==> src/rtl/vga_timing_monitor.sv <==
// vga_timing_monitor: recovers pixel coordinates from a VGA sync stream,
// checks line/frame timing and tracks lock over whole frames.
module vga_timing_monitor #(
  parameter int   Ha            = 96,
  parameter int   Hb            = 144,
  parameter int   Hc            = 784,
  parameter int   Hd            = 800,
  parameter int   Va            = 2,
  parameter int   Vb            = 35,
  parameter int   Vc            = 515,
  parameter int   Vd            = 525,
  parameter logic SYNC_POL      = 1'b0,
  parameter int   LOCK_FRAMES   = 2,
  parameter int   UNLOCK_FRAMES = 2
) (
  input  logic        clk,
  input  logic        reset,
  input  logic        pix_en,
  input  logic        Hsync,
  input  logic        Vsync,
  input  logic        dena,
  output logic [9:0]  x,
  output logic [9:0]  y,
  output logic        pixel_valid,
  output logic        frame_start,
  output logic        locked,
  output logic        h_err,
  output logic        v_err,
  output logic [10:0] h_total,
  output logic [10:0] v_total
);

  typedef enum logic [1:0] {
    SEARCH,
    ACQUIRE,
    LOCKED
  } state_t;

  localparam logic [10:0] CMAX  = 11'h7ff;
  localparam logic [10:0] HA_L  = 11'(Ha);
  localparam logic [10:0] HB_L  = 11'(Hb);
  localparam logic [10:0] HC_L  = 11'(Hc);
  localparam logic [11:0] HD_L  = 12'(Hd);
  localparam logic [10:0] VA_L  = 11'(Va);
  localparam logic [10:0] VB_L  = 11'(Vb);
  localparam logic [10:0] VC_L  = 11'(Vc);
  localparam logic [11:0] VD_L  = 12'(Vd);
  localparam logic [7:0]  LCK_L = 8'(LOCK_FRAMES);
  localparam logic [7:0]  ULK_L = 8'(UNLOCK_FRAMES);

  state_t      state_q, state_d;
  logic        hs_q, hs_d, vs_q, vs_d;
  logic [10:0] hcnt_q, hcnt_d;
  logic [10:0] vcnt_q, vcnt_d;
  logic [10:0] hsw_q, hsw_d;
  logic [10:0] vsw_q, vsw_d;
  logic        vpend_q, vpend_d;
  logic        de_bad_q, de_bad_d;
  logic        lseen_q, lseen_d;
  logic        fseen_q, fseen_d;
  logic        fherr_q, fherr_d;
  logic [7:0]  good_q, good_d;
  logic [7:0]  bad_q, bad_d;
  logic [9:0]  x_q, x_d, y_q, y_d;
  logic        pv_q, pv_d;
  logic        fs_q, fs_d;
  logic        lk_q, lk_d;
  logic        herr_q, herr_d;
  logic        verr_q, verr_d;
  logic [10:0] ht_q, ht_d, vt_q, vt_d;

  logic        hs_a, vs_a;
  logic        h_edge, h_fall;
  logic        v_edge, v_fall;
  logic        v_clr, sat, de_exp;
  logic        line_bad, frame_bad, frame_eval;
  logic [11:0] h_len, v_len;
  logic [10:0] h_inc, v_inc;
  logic [10:0] cur_h, cur_v;

  // Decode edges, counter values and line/frame verdicts for this sample
  always_comb begin
    hs_a   = (Hsync == SYNC_POL);
    vs_a   = (Vsync == SYNC_POL);
    h_edge = hs_a & ~hs_q;
    h_fall = ~hs_a & hs_q;
    v_edge = vs_a & ~vs_q;
    v_fall = ~vs_a & vs_q;
    h_len  = {1'b0, hcnt_q} + 12'd1;
    v_len  = {1'b0, vcnt_q} + 12'd1;
    h_inc  = h_len[11] ? CMAX : h_len[10:0];
    v_inc  = v_len[11] ? CMAX : v_len[10:0];
    v_clr  = h_edge & (vpend_q | v_edge);
    cur_h  = h_edge ? 11'd0 : h_inc;
    cur_v  = v_clr ? 11'd0 : (h_edge ? v_inc : vcnt_q);
    sat    = (cur_h == CMAX) | (cur_v == CMAX);
    de_exp = (cur_v >= VB_L) && (cur_v < VC_L) &&
             (cur_h >= HB_L) && (cur_h < HC_L);
    line_bad = h_edge & lseen_q &
               ((h_len != HD_L) | (hsw_q != HA_L) | de_bad_q);
    frame_bad = (v_len != VD_L) | (vsw_q != VA_L) |
                fherr_q | line_bad;
    frame_eval = v_clr & fseen_q;
  end

  // Next-state for counters, checkers, lock FSM and outputs
  always_comb begin
    state_d  = state_q;
    hs_d     = hs_q;
    vs_d     = vs_q;
    hcnt_d   = hcnt_q;
    vcnt_d   = vcnt_q;
    hsw_d    = hsw_q;
    vsw_d    = vsw_q;
    vpend_d  = vpend_q;
    de_bad_d = de_bad_q;
    lseen_d  = lseen_q;
    fseen_d  = fseen_q;
    fherr_d  = fherr_q;
    good_d   = good_q;
    bad_d    = bad_q;
    x_d      = x_q;
    y_d      = y_q;
    pv_d     = pv_q;
    lk_d     = lk_q;
    ht_d     = ht_q;
    vt_d     = vt_q;
    fs_d     = 1'b0;
    herr_d   = 1'b0;
    verr_d   = 1'b0;
    if (pix_en) begin
      hs_d    = hs_a;
      vs_d    = vs_a;
      hcnt_d  = cur_h;
      vcnt_d  = cur_v;
      vpend_d = v_clr ? 1'b0 : (v_edge | vpend_q);
      hsw_d   = h_edge ? 11'd0 : (h_fall ? cur_h : hsw_q);
      vsw_d   = v_fall ? cur_v : (v_clr ? 11'd0 : vsw_q);
      de_bad_d = h_edge ? (dena != de_exp)
                        : (de_bad_q | (dena != de_exp));
      lseen_d = lseen_q | h_edge;
      fseen_d = fseen_q | v_clr;
      fherr_d = v_clr ? 1'b0 : (fherr_q | line_bad);
      if (h_edge) ht_d = h_inc;
      if (v_clr)  vt_d = v_inc;
      herr_d = line_bad;
      verr_d = frame_eval & frame_bad;
      fs_d   = v_edge;
      if (sat) begin
        state_d = SEARCH;
        good_d  = 8'd0;
        bad_d   = 8'd0;
      end else begin
        unique case (state_q)
          SEARCH: begin
            if (v_edge) begin
              state_d = ACQUIRE;
              good_d  = 8'd0;
              bad_d   = 8'd0;
            end
          end
          ACQUIRE: begin
            if (frame_eval) begin
              if (frame_bad) begin
                good_d = 8'd0;
              end else if (good_q + 8'd1 >= LCK_L) begin
                state_d = LOCKED;
                good_d  = 8'd0;
                bad_d   = 8'd0;
              end else begin
                good_d = good_q + 8'd1;
              end
            end
          end
          LOCKED: begin
            if (frame_eval) begin
              if (!frame_bad) begin
                bad_d = 8'd0;
              end else if (bad_q + 8'd1 >= ULK_L) begin
                state_d = SEARCH;
                bad_d   = 8'd0;
              end else begin
                bad_d = bad_q + 8'd1;
              end
            end
          end
          default: state_d = SEARCH;
        endcase
      end
      lk_d = (state_d == LOCKED);
      pv_d = dena & lk_d;
      if (pv_d) begin
        x_d = 10'(cur_h - HB_L);
        y_d = 10'(cur_v - VB_L);
      end
    end
  end

  // State registers
  always_ff @(posedge clk or negedge reset) begin
    if (!reset) begin
      state_q  <= SEARCH;
      hs_q     <= 1'b0;
      vs_q     <= 1'b0;
      hcnt_q   <= '0;
      vcnt_q   <= '0;
      hsw_q    <= '0;
      vsw_q    <= '0;
      vpend_q  <= 1'b0;
      de_bad_q <= 1'b0;
      lseen_q  <= 1'b0;
      fseen_q  <= 1'b0;
      fherr_q  <= 1'b0;
      good_q   <= '0;
      bad_q    <= '0;
      x_q      <= '0;
      y_q      <= '0;
      pv_q     <= 1'b0;
      fs_q     <= 1'b0;
      lk_q     <= 1'b0;
      herr_q   <= 1'b0;
      verr_q   <= 1'b0;
      ht_q     <= '0;
      vt_q     <= '0;
    end else begin
      state_q  <= state_d;
      hs_q     <= hs_d;
      vs_q     <= vs_d;
      hcnt_q   <= hcnt_d;
      vcnt_q   <= vcnt_d;
      hsw_q    <= hsw_d;
      vsw_q    <= vsw_d;
      vpend_q  <= vpend_d;
      de_bad_q <= de_bad_d;
      lseen_q  <= lseen_d;
      fseen_q  <= fseen_d;
      fherr_q  <= fherr_d;
      good_q   <= good_d;
      bad_q    <= bad_d;
      x_q      <= x_d;
      y_q      <= y_d;
      pv_q     <= pv_d;
      fs_q     <= fs_d;
      lk_q     <= lk_d;
      herr_q   <= herr_d;
      verr_q   <= verr_d;
      ht_q     <= ht_d;
      vt_q     <= vt_d;
    end
  end

  assign x           = x_q;
  assign y           = y_q;
  assign pixel_valid = pv_q;
  assign frame_start = fs_q;
  assign locked      = lk_q;
  assign h_err       = herr_q;
  assign v_err       = verr_q;
  assign h_total     = ht_q;
  assign v_total     = vt_q;

endmodule

==> config.mk <==
export PLATFORM = sky130hd
export DESIGN_NAME = vga_timing_monitor
export DESIGN_NICKNAME = d
export VERILOG_FILES = /design/src/rtl/vga_timing_monitor.sv
export SDC_FILE = /design/constraint.sdc
export NUM_CORES = 1
export LEC_CHECK = 0
export ABC_AREA = 1
export BUFFER_PORTS_ARGS = -buffer_cell sky130_fd_sc_hd__buf_2
export CAP_MARGIN = 30
export CORE_AREA = 2 2 99 196
export DETAILED_ROUTE_END_ITERATION = 6
export DIE_AREA = 0 0 101 198
export PLACE_DENSITY = 0.63
export SLEW_MARGIN = 30
export SYNTH_ARGS = -nofsm -noshare
export SYNTH_HDL_FRONTEND = slang
export SYNTH_SLANG_ARGS = --single-unit
==> constraint.sdc <==
create_clock -name clk -period 2.2 [get_ports clk]
set_input_delay 0.11 -clock clk [delete_from_list [all_inputs] [get_ports clk]]
set_output_delay 0.11 -clock clk [all_outputs]
set_load 0.02 [all_outputs]
==> results of run 1 <==
-- metrics by stage --
| stage | worst slack (ns) | cell area (sq um) | std cells |
|---|---|---|---|
| 2_1_floorplan | 0.0195 | 6370 | 858 |
| 3_3_place_gp | -0.271 | 7760 | 1228 |
| 3_5_place_dp | -0.299 | 7760 | 1228 |
| 4_1_cts | -0.109 | 8900 | 1286 |
| 5_1_grt | -0.392 | 9380 | 1298 |
| 6_report | -0.225 | 9380 | 1298 |
-- cells by family after synthesis --
kind of cell / count (synthesis) / synth area share, %
AO/OA/AOI/OAI: 89 / 8.13
buffers and inverters: 132 / 8.25
AND/OR/NAND/NOR: 499 / 33.9
adder cells (fa/ha/maj): 13 / 2.57
XOR/XNOR: 9 / 1.25
flip-flops: 116 / 45.9
-- timing repair --
item                       4_1_cts  5_1_grt
gates cloned                     2        3
hold endpoints to repair        37        0
buffers inserted                22        9
setup endpoints to repair       40       41
hold buffers                     3        0
resized for setup               77      100
pin swaps                       25       30
-- cell usage in the layout (no fill, tap or decap), types with 16 or more instances in the layout --
cell       instances
buf_2             51
buf_4            140
clkbuf_16         19
dfrtp_1          112
inv_1             90
nand2_1          225
nand2_2           61
nand3_1           32
nand3_2           16
nand4_1           33
nor2_1            77
o21ai_0           47
-- cell type report --
class,count,area (sq um)
multi-input combinational,610,3500
timing repair buffer,217,1710
inverter,105,409
clock inverter,10,106
clock buffer,21,470
tap,219,274
fill,1723,9270
sequential,116,2910
-- registers in the layout, summed over array words and instances, names as in the netlist, 2 cells and up --
| register | count |
|---|---|
| h_total | 11 |
| hcnt_q | 11 |
| hsw_q | 11 |
| v_total | 11 |
| vcnt_q | 11 |
| vsw_q | 11 |
| x | 10 |
| y | 10 |
| bad_q | 8 |
| good_q | 8 |
| state_q | 2 |
-- metal layers --
layer,wire [um],GRT usage (%),vias to the layer above
met2,12000,41.4,200
met5,0,0,-
met4,2550,20.5,0
met3,711,4.38,116
li1,-,-,3158
met1,6850,18.8,3082
-- worst max-delay path: cells and delay by family (launching register included) --
kind	cells	cell delay [ns]
AO/OA/AOI/OAI	1	0.24
adder cells (fa/ha/maj)	1	0.20
buffers and inverters	3	0.43
AND/OR/NAND/NOR	11	0.99
flip-flops	1	0.42
-- path summary, 6_finish.rpt --
check,startpoint,endpoint,slack [ns],cells past startpoint
max in group asynchronous,reset,hcnt_q[2]$_DFFE_PN0P_,1.38,3
max,hcnt_q[0]$_DFFE_PN0P_,y[7]$_DFFE_PN0P_,-0.23,16
min in group asynchronous,reset,v_total[7]$_DFFE_PN0P_,0.20,2
min,pix_en,state_q[1]$_DFFE_PN0P_,0.07,2
max reg2reg,hcnt_q[0]$_DFFE_PN0P_,y[7]$_DFFE_PN0P_,-0.23,16
min reg2reg,fseen_q$_DFFE_PN0P_,fseen_q$_DFFE_PN0P_,0.46,2
-- power by group --
| group | total [mW] | leakage (nW) | internal, mW | switching, mW |
|---|---|---|---|---|
| clock network | 2.70 | 0.288 | 1.73 | 0.969 |
| registers | 2.53 | 1.55 | 2.37 | 0.165 |
| logic | 1.61 | 3.11 | 0.663 | 0.951 |
| total | 6.85 | 4.95 | 4.76 | 2.09 |
==> flow_metrics.tcl, run 1 <==
set metrics [dict create \
    outcome "finished, violations left" \
    violations "setup timing" \
    io_pins 53 \
    critPathMaxStageDelay_ns 0.42 \
    viasPerCell 5.05 \
    slew_viol_final 0 \
    wl_um 22100 \
    ys_seq_area_share_pct 45.9 \
    grt_setup_unrepaired "true" \
    grt_antenna_before_repair 0 \
    setup-violations-final 40 \
    drtIter0Drc 324 \
    clk_pin_slew_ns 0.05 \
    syn-num-nets 877 \
    period_share_pct 110 \
    min-delay-path-class "in2reg" \
    clock_path_buffers 2 \
    layout-drive-gt1-share_pct 37.2 \
    grt-ovfl-total 0 \
    ir_drop_mv 0.389 \
    ys_types 36 \
    track_usage_pct 22.2 \
    numCtsBuffers 17 \
    synthCells 858 \
    antennaDiodeCount 0 \
    final_nets 1086 \
    grt_pass1_wl_um 33100 \
    cellLeakagePower_nw 4.95 \
    synth_edf_count 0 \
    netlist_area_sq_mm 0.00633 \
    cts_tree "done" \
    powerDensity_mw_per_mm2 730 \
    setup_slack_ns -0.225 \
    yosysMostFrequentCell "nand2_1" \
    die_h_um 198 \
    num_vias 6556 \
    yosysTopAreaCellShare_pct 45.9 \
    insertion_delay_ns 0.42 \
    cpMostUsedCell "nand2_2" \
    crit_path_start_kind "flop" \
    synth_common_cells "nand2_1 (291), dfrtp_1 (116), inv_1 (98), nor2_1 (90)" \
    synth_seq_cells 116 \
    yosysWarnings 0 \
    p_total_mw 6.85 \
    cp_data_required_time_ns 2.51 \
    clock-sinks 116 \
    worstMarginPinSlew_ns 0.658 \
    portBuffers 52 \
    die_w_um 101 \
    drc 0 \
    wire_per_inst_um 17.0 \
    clock.fmax_ghz 0.412 \
    ys.flop_type "dfrtp_1" \
    hold_viol 0 \
    fin_crit_ns 2.43 \
    crit_fanout 5 \
    cts_root_buffer "clkbuf_16" \
    grt_max_degree 38 \
    slew_headroom_pct 56.0 \
    max_cap_viol_count 0 \
    whs_ns 0.0722 \
    syn_avg_cell_area_sq_um 7.37 \
    synth_async_sr_flop_share_pct 100 \
    gp_congestion 0.968 \
    synth_area_leaders "dfrtp_1 (46%), nand2_1 (17%), inv_1 (5.8%)" \
    clock_skew_ns 0.00994 \
    start_util_pct 33.9 \
    fin_util_pct 50.3 \
    end_kind "flop" \
    area_growth_pct 48.3 \
    hpwl_um 15800 \
    core_area_sq_mm 0.0187 \
    critPathKind "reg2reg" \
    synth_top_area_cell "dfrtp_1" \
    dieArea_sq_mm 0.0200 \
    htreeDepth 4 \
    cp_slowest_cell "dfrtp_2" \
    cp.arrival_ns 2.73 \
    antenna_left 0 \
    firstDrtPassIters 5 \
    grt_pass1_vias 6583 \
    rows 71 \
    crit_chain "ha_4 -> nand3_4 -> inv_4 -> buf_6 -> nand3_2 -> nand2_2 -> nand4_1 -> o21bai_4 -> nand2_4 -> nor2_4 -> nand2_2 -> nand2_4 -> nand3_4 -> clkbuf_16 -> nand2_2 -> nand2_1" \
    tns_ns -6.24 \
]
Power figures use the tool's default switching activity.
==> inputs of run 2 (changes only) <==
--- a/config.mk
+++ b/config.mk
@@ -11,7 +11,7 @@
 export CORE_AREA = 2 2 99 196
 export DETAILED_ROUTE_END_ITERATION = 6
 export DIE_AREA = 0 0 101 198
-export PLACE_DENSITY = 0.63
+export PLACE_DENSITY = 0.61
 export SLEW_MARGIN = 30
 export SYNTH_ARGS = -nofsm -noshare
 export SYNTH_HDL_FRONTEND = slang
==> constraint.sdc (replaced) <==
create_clock -name clk -period 2.4 [get_ports clk]
set_input_delay 0.12 -clock clk [delete_from_list [all_inputs] [get_ports clk]]
set_output_delay 0.12 -clock clk [all_outputs]
set_load 0.02 [all_outputs]
==> flow_metrics.tcl, run 2 (same netlist as run 1, synthesis figures left out) <==
set metrics [dict create \
    outcome "finished clean" \
    clock_skew_ns 0.0103 \
    setup_slack_ns 0.0368 \
    portBuffers 52 \
    dieArea_sq_mm 0.0200 \
    firstDrtPassIters 4 \
    core_area_sq_mm 0.0187 \
    antenna_left 0 \
    numCtsBuffers 17 \
    layout_common_cells "nand2_1 (255), dfrtp_1 (109), buf_4 (107), inv_1 (89), nor2_1 (71)" \
    whs_ns 0.0438 \
    worstHoldStart "Vsync" \
    final_nets 1037 \
    mostFrequentLayoutCell "nand2_1" \
    cellLeakagePower_nw 4.58 \
    area_growth_pct 37.7 \
    track_usage_pct 21.3 \
    slew_headroom_pct 59.0 \
    die_h_um 198 \
    crit_fanout 10 \
    cpMostUsedCell "nand2_1" \
    grt_pass1_vias 6240 \
    fin_crit_ns 2.36 \
    clk_pin_slew_ns 0.05 \
    rows 71 \
    whs_path_depth 4 \
    wire_per_inst_um 16.8 \
    hold_viol 0 \
    p_clk_share_pct 42.3 \
    grt_setup_unrepaired "true" \
    clock.fmax_ghz 0.423 \
    io_pins 53 \
    multi_input_area_sq_mm 0.00331 \
    cts_root_buffer "clkbuf_16" \
    cts_tree "done" \
    cp.arrival_ns 2.67 \
    cp_data_required_time_ns 2.71 \
    cp_slowest_cell "dfrtp_1" \
    nFillCells 1825 \
    period_share_pct 98.5 \
    start_util_pct 33.9 \
    place_ws_ns -0.124 \
    grt_max_degree 54 \
    die_w_um 101 \
    hold-path-endpoint "frame_start$_DFF_PN0_" \
    seq_power_share_pct 37.1 \
    path_buf_inv 2 \
    reg2reg_to "x[0]$_DFFE_PN0P_" \
    clock-sinks 116 \
    slew_viol_final 0 \
    crit_path_start_kind "flop" \
    drc 0 \
    htreeDepth 4 \
    combPwrFrac_pct 20.7 \
    layout-drive-gt1-share_pct 30.7 \
    max_cap_viol_count 0 \
    worstMarginPinSlew_ns 0.614 \
    r2r_start "hcnt_q[1]$_DFFE_PN0P_" \
    regArea_sq_mm 0.00291 \
    p_int_mw 4.37 \
    hpwl_um 15800 \
    wl_um 21100 \
    ir_drop_mv 0.372 \
    crit_chain "ha_2 -> buf_4 -> xnor2_2 -> nand3b_1 -> nor2_1 -> nand4_1 -> o21bai_4 -> nand2_2 -> nor2_2 -> nand2_1 -> nand2_2 -> nand3_4 -> clkbuf_16 -> nand2_1 -> nand2_1" \
    grt-ovfl-total 0 \
    setup-violations-final 0 \
    insertion_delay_ns 0.42 \
    min-delay-path-class "in2reg" \
    cp_top_family "simple AND/OR/NAND/NOR gates" \
    drtIter0Drc 372 \
    antennaDiodeCount 0 \
    gp_congestion 1.00 \
    critPathKind "reg2reg" \
    viasPerCell 5.02 \
    grt_antenna_before_repair 0 \
    powerDensity_mw_per_mm2 716 \
    end_kind "flop" \
    rrSetupSlack_ns 0.04 \
    grt_pass1_wl_um 31800 \
    switching_share_pct 29.9 \
    num_vias 6271 \
    p_switching_mw 1.86 \
    reg2regPathDepth 15 \
    clock_path_buffers 2 \
    critPathMaxStageDelay_ns 0.39 \
]
==> run 2: changes by cell type in the layout (fill, tap and decap cells not counted), sizes merged <==
cell / delta
nand3: +1
inv: -1
clkbuf: +1
clkinvlp: +1
buf: -48
clkinv: -2
bufinv: +1
dlygate4sd3: -1
==> run 2: per-stage QoR <==
step	total power [mW]	cells	setup TNS, ns	utilization [%]	instance area (sq um)
after floorplan	2.97	858	0	-	6330
after global placement	3.47	1193	-2.96	40.0	7460
after detailed placement	3.48	1193	-3.56	40.0	7460
after CTS	6.17	1233	0	43.9	8190
after global routing	6.55	1250	-4.04	46.7	8710
final	6.24	1250	0	46.7	8710
==> run 2: worst max-delay path by stage <==
stage,from,to,slack [ns],cells past startpoint
after CTS,vcnt_q[2]$_DFFE_PN0P_,bad_q[7]$_DFFE_PN0P_,0.002,16
after global routing,hcnt_q[0]$_DFFE_PN0P_,x[0]$_DFFE_PN0P_,-0.15,15
after global placement,vcnt_q[0]$_DFFE_PN0P_,bad_q[6]$_DFFE_PN0P_,-0.09,17
after floorplan,hcnt_q[0]$_DFFE_PN0P_,x[0]$_DFFE_PN0P_,0.11,18
after detailed placement,vcnt_q[1]$_DFFE_PN0P_,x[4]$_DFFE_PN0P_,-0.12,17
final,hcnt_q[1]$_DFFE_PN0P_,x[0]$_DFFE_PN0P_,0.04,15
==> run 2: final cells by class <==
cell class,instances,area share [%]
clock buffer,23,5.60
timing repair buffer,167,13.7
sequential,116,33.4
tap,219,3.15
inverter,105,4.70
multi-input combinational,611,38.0
clock inverter,9,1.44
==> run 2: worst register-to-register path, delay by kind of cell (launching register included) <==
family	cells	cell delay, ns
AND/OR/NAND/NOR	10	0.96
flip-flops	1	0.39
buffers and inverters	2	0.35
adder cells (fa/ha/maj)	1	0.19
AO/OA/AOI/OAI	1	0.19
XOR/XNOR	1	0.16
==> run 2: layer usage <==
metal | track usage [%] | wire length (um) | up-vias | share of wire [%]
li1 | - | - | 3065 | -
met1 | 19.0 | 6710 | 2944 | 32
met2 | 39.9 | 11700 | 173 | 56
met3 | 3.42 | 589 | 89 | 2.8
met4 | 18.0 | 2040 | 0 | 9.7
met5 | 0 | 0 | - | 0
==> run 2: power by group through the flow <==
stage	sequential, mW	clock, mW	combinational, mW
floorplan	2.46	0	0.510
global placement	2.33	0	1.15
detailed placement	2.33	0	1.15
CTS	2.30	2.68	1.19
global route	2.34	2.79	1.42
finish	2.31	2.64	1.29
==> run 2: repair_timing <==
| action | in CTS | in global routing |
|---|---|---|
| endpoints found under the hold margin | 40 | 0 |
| setup endpoints to repair | 40 | 41 |
| gates resized for setup | 16 | 112 |
| pin swaps | 8 | 32 |
| cloned | 0 | 2 |
| setup buffers | 6 | 15 |
| hold buffers | 2 | 0 |
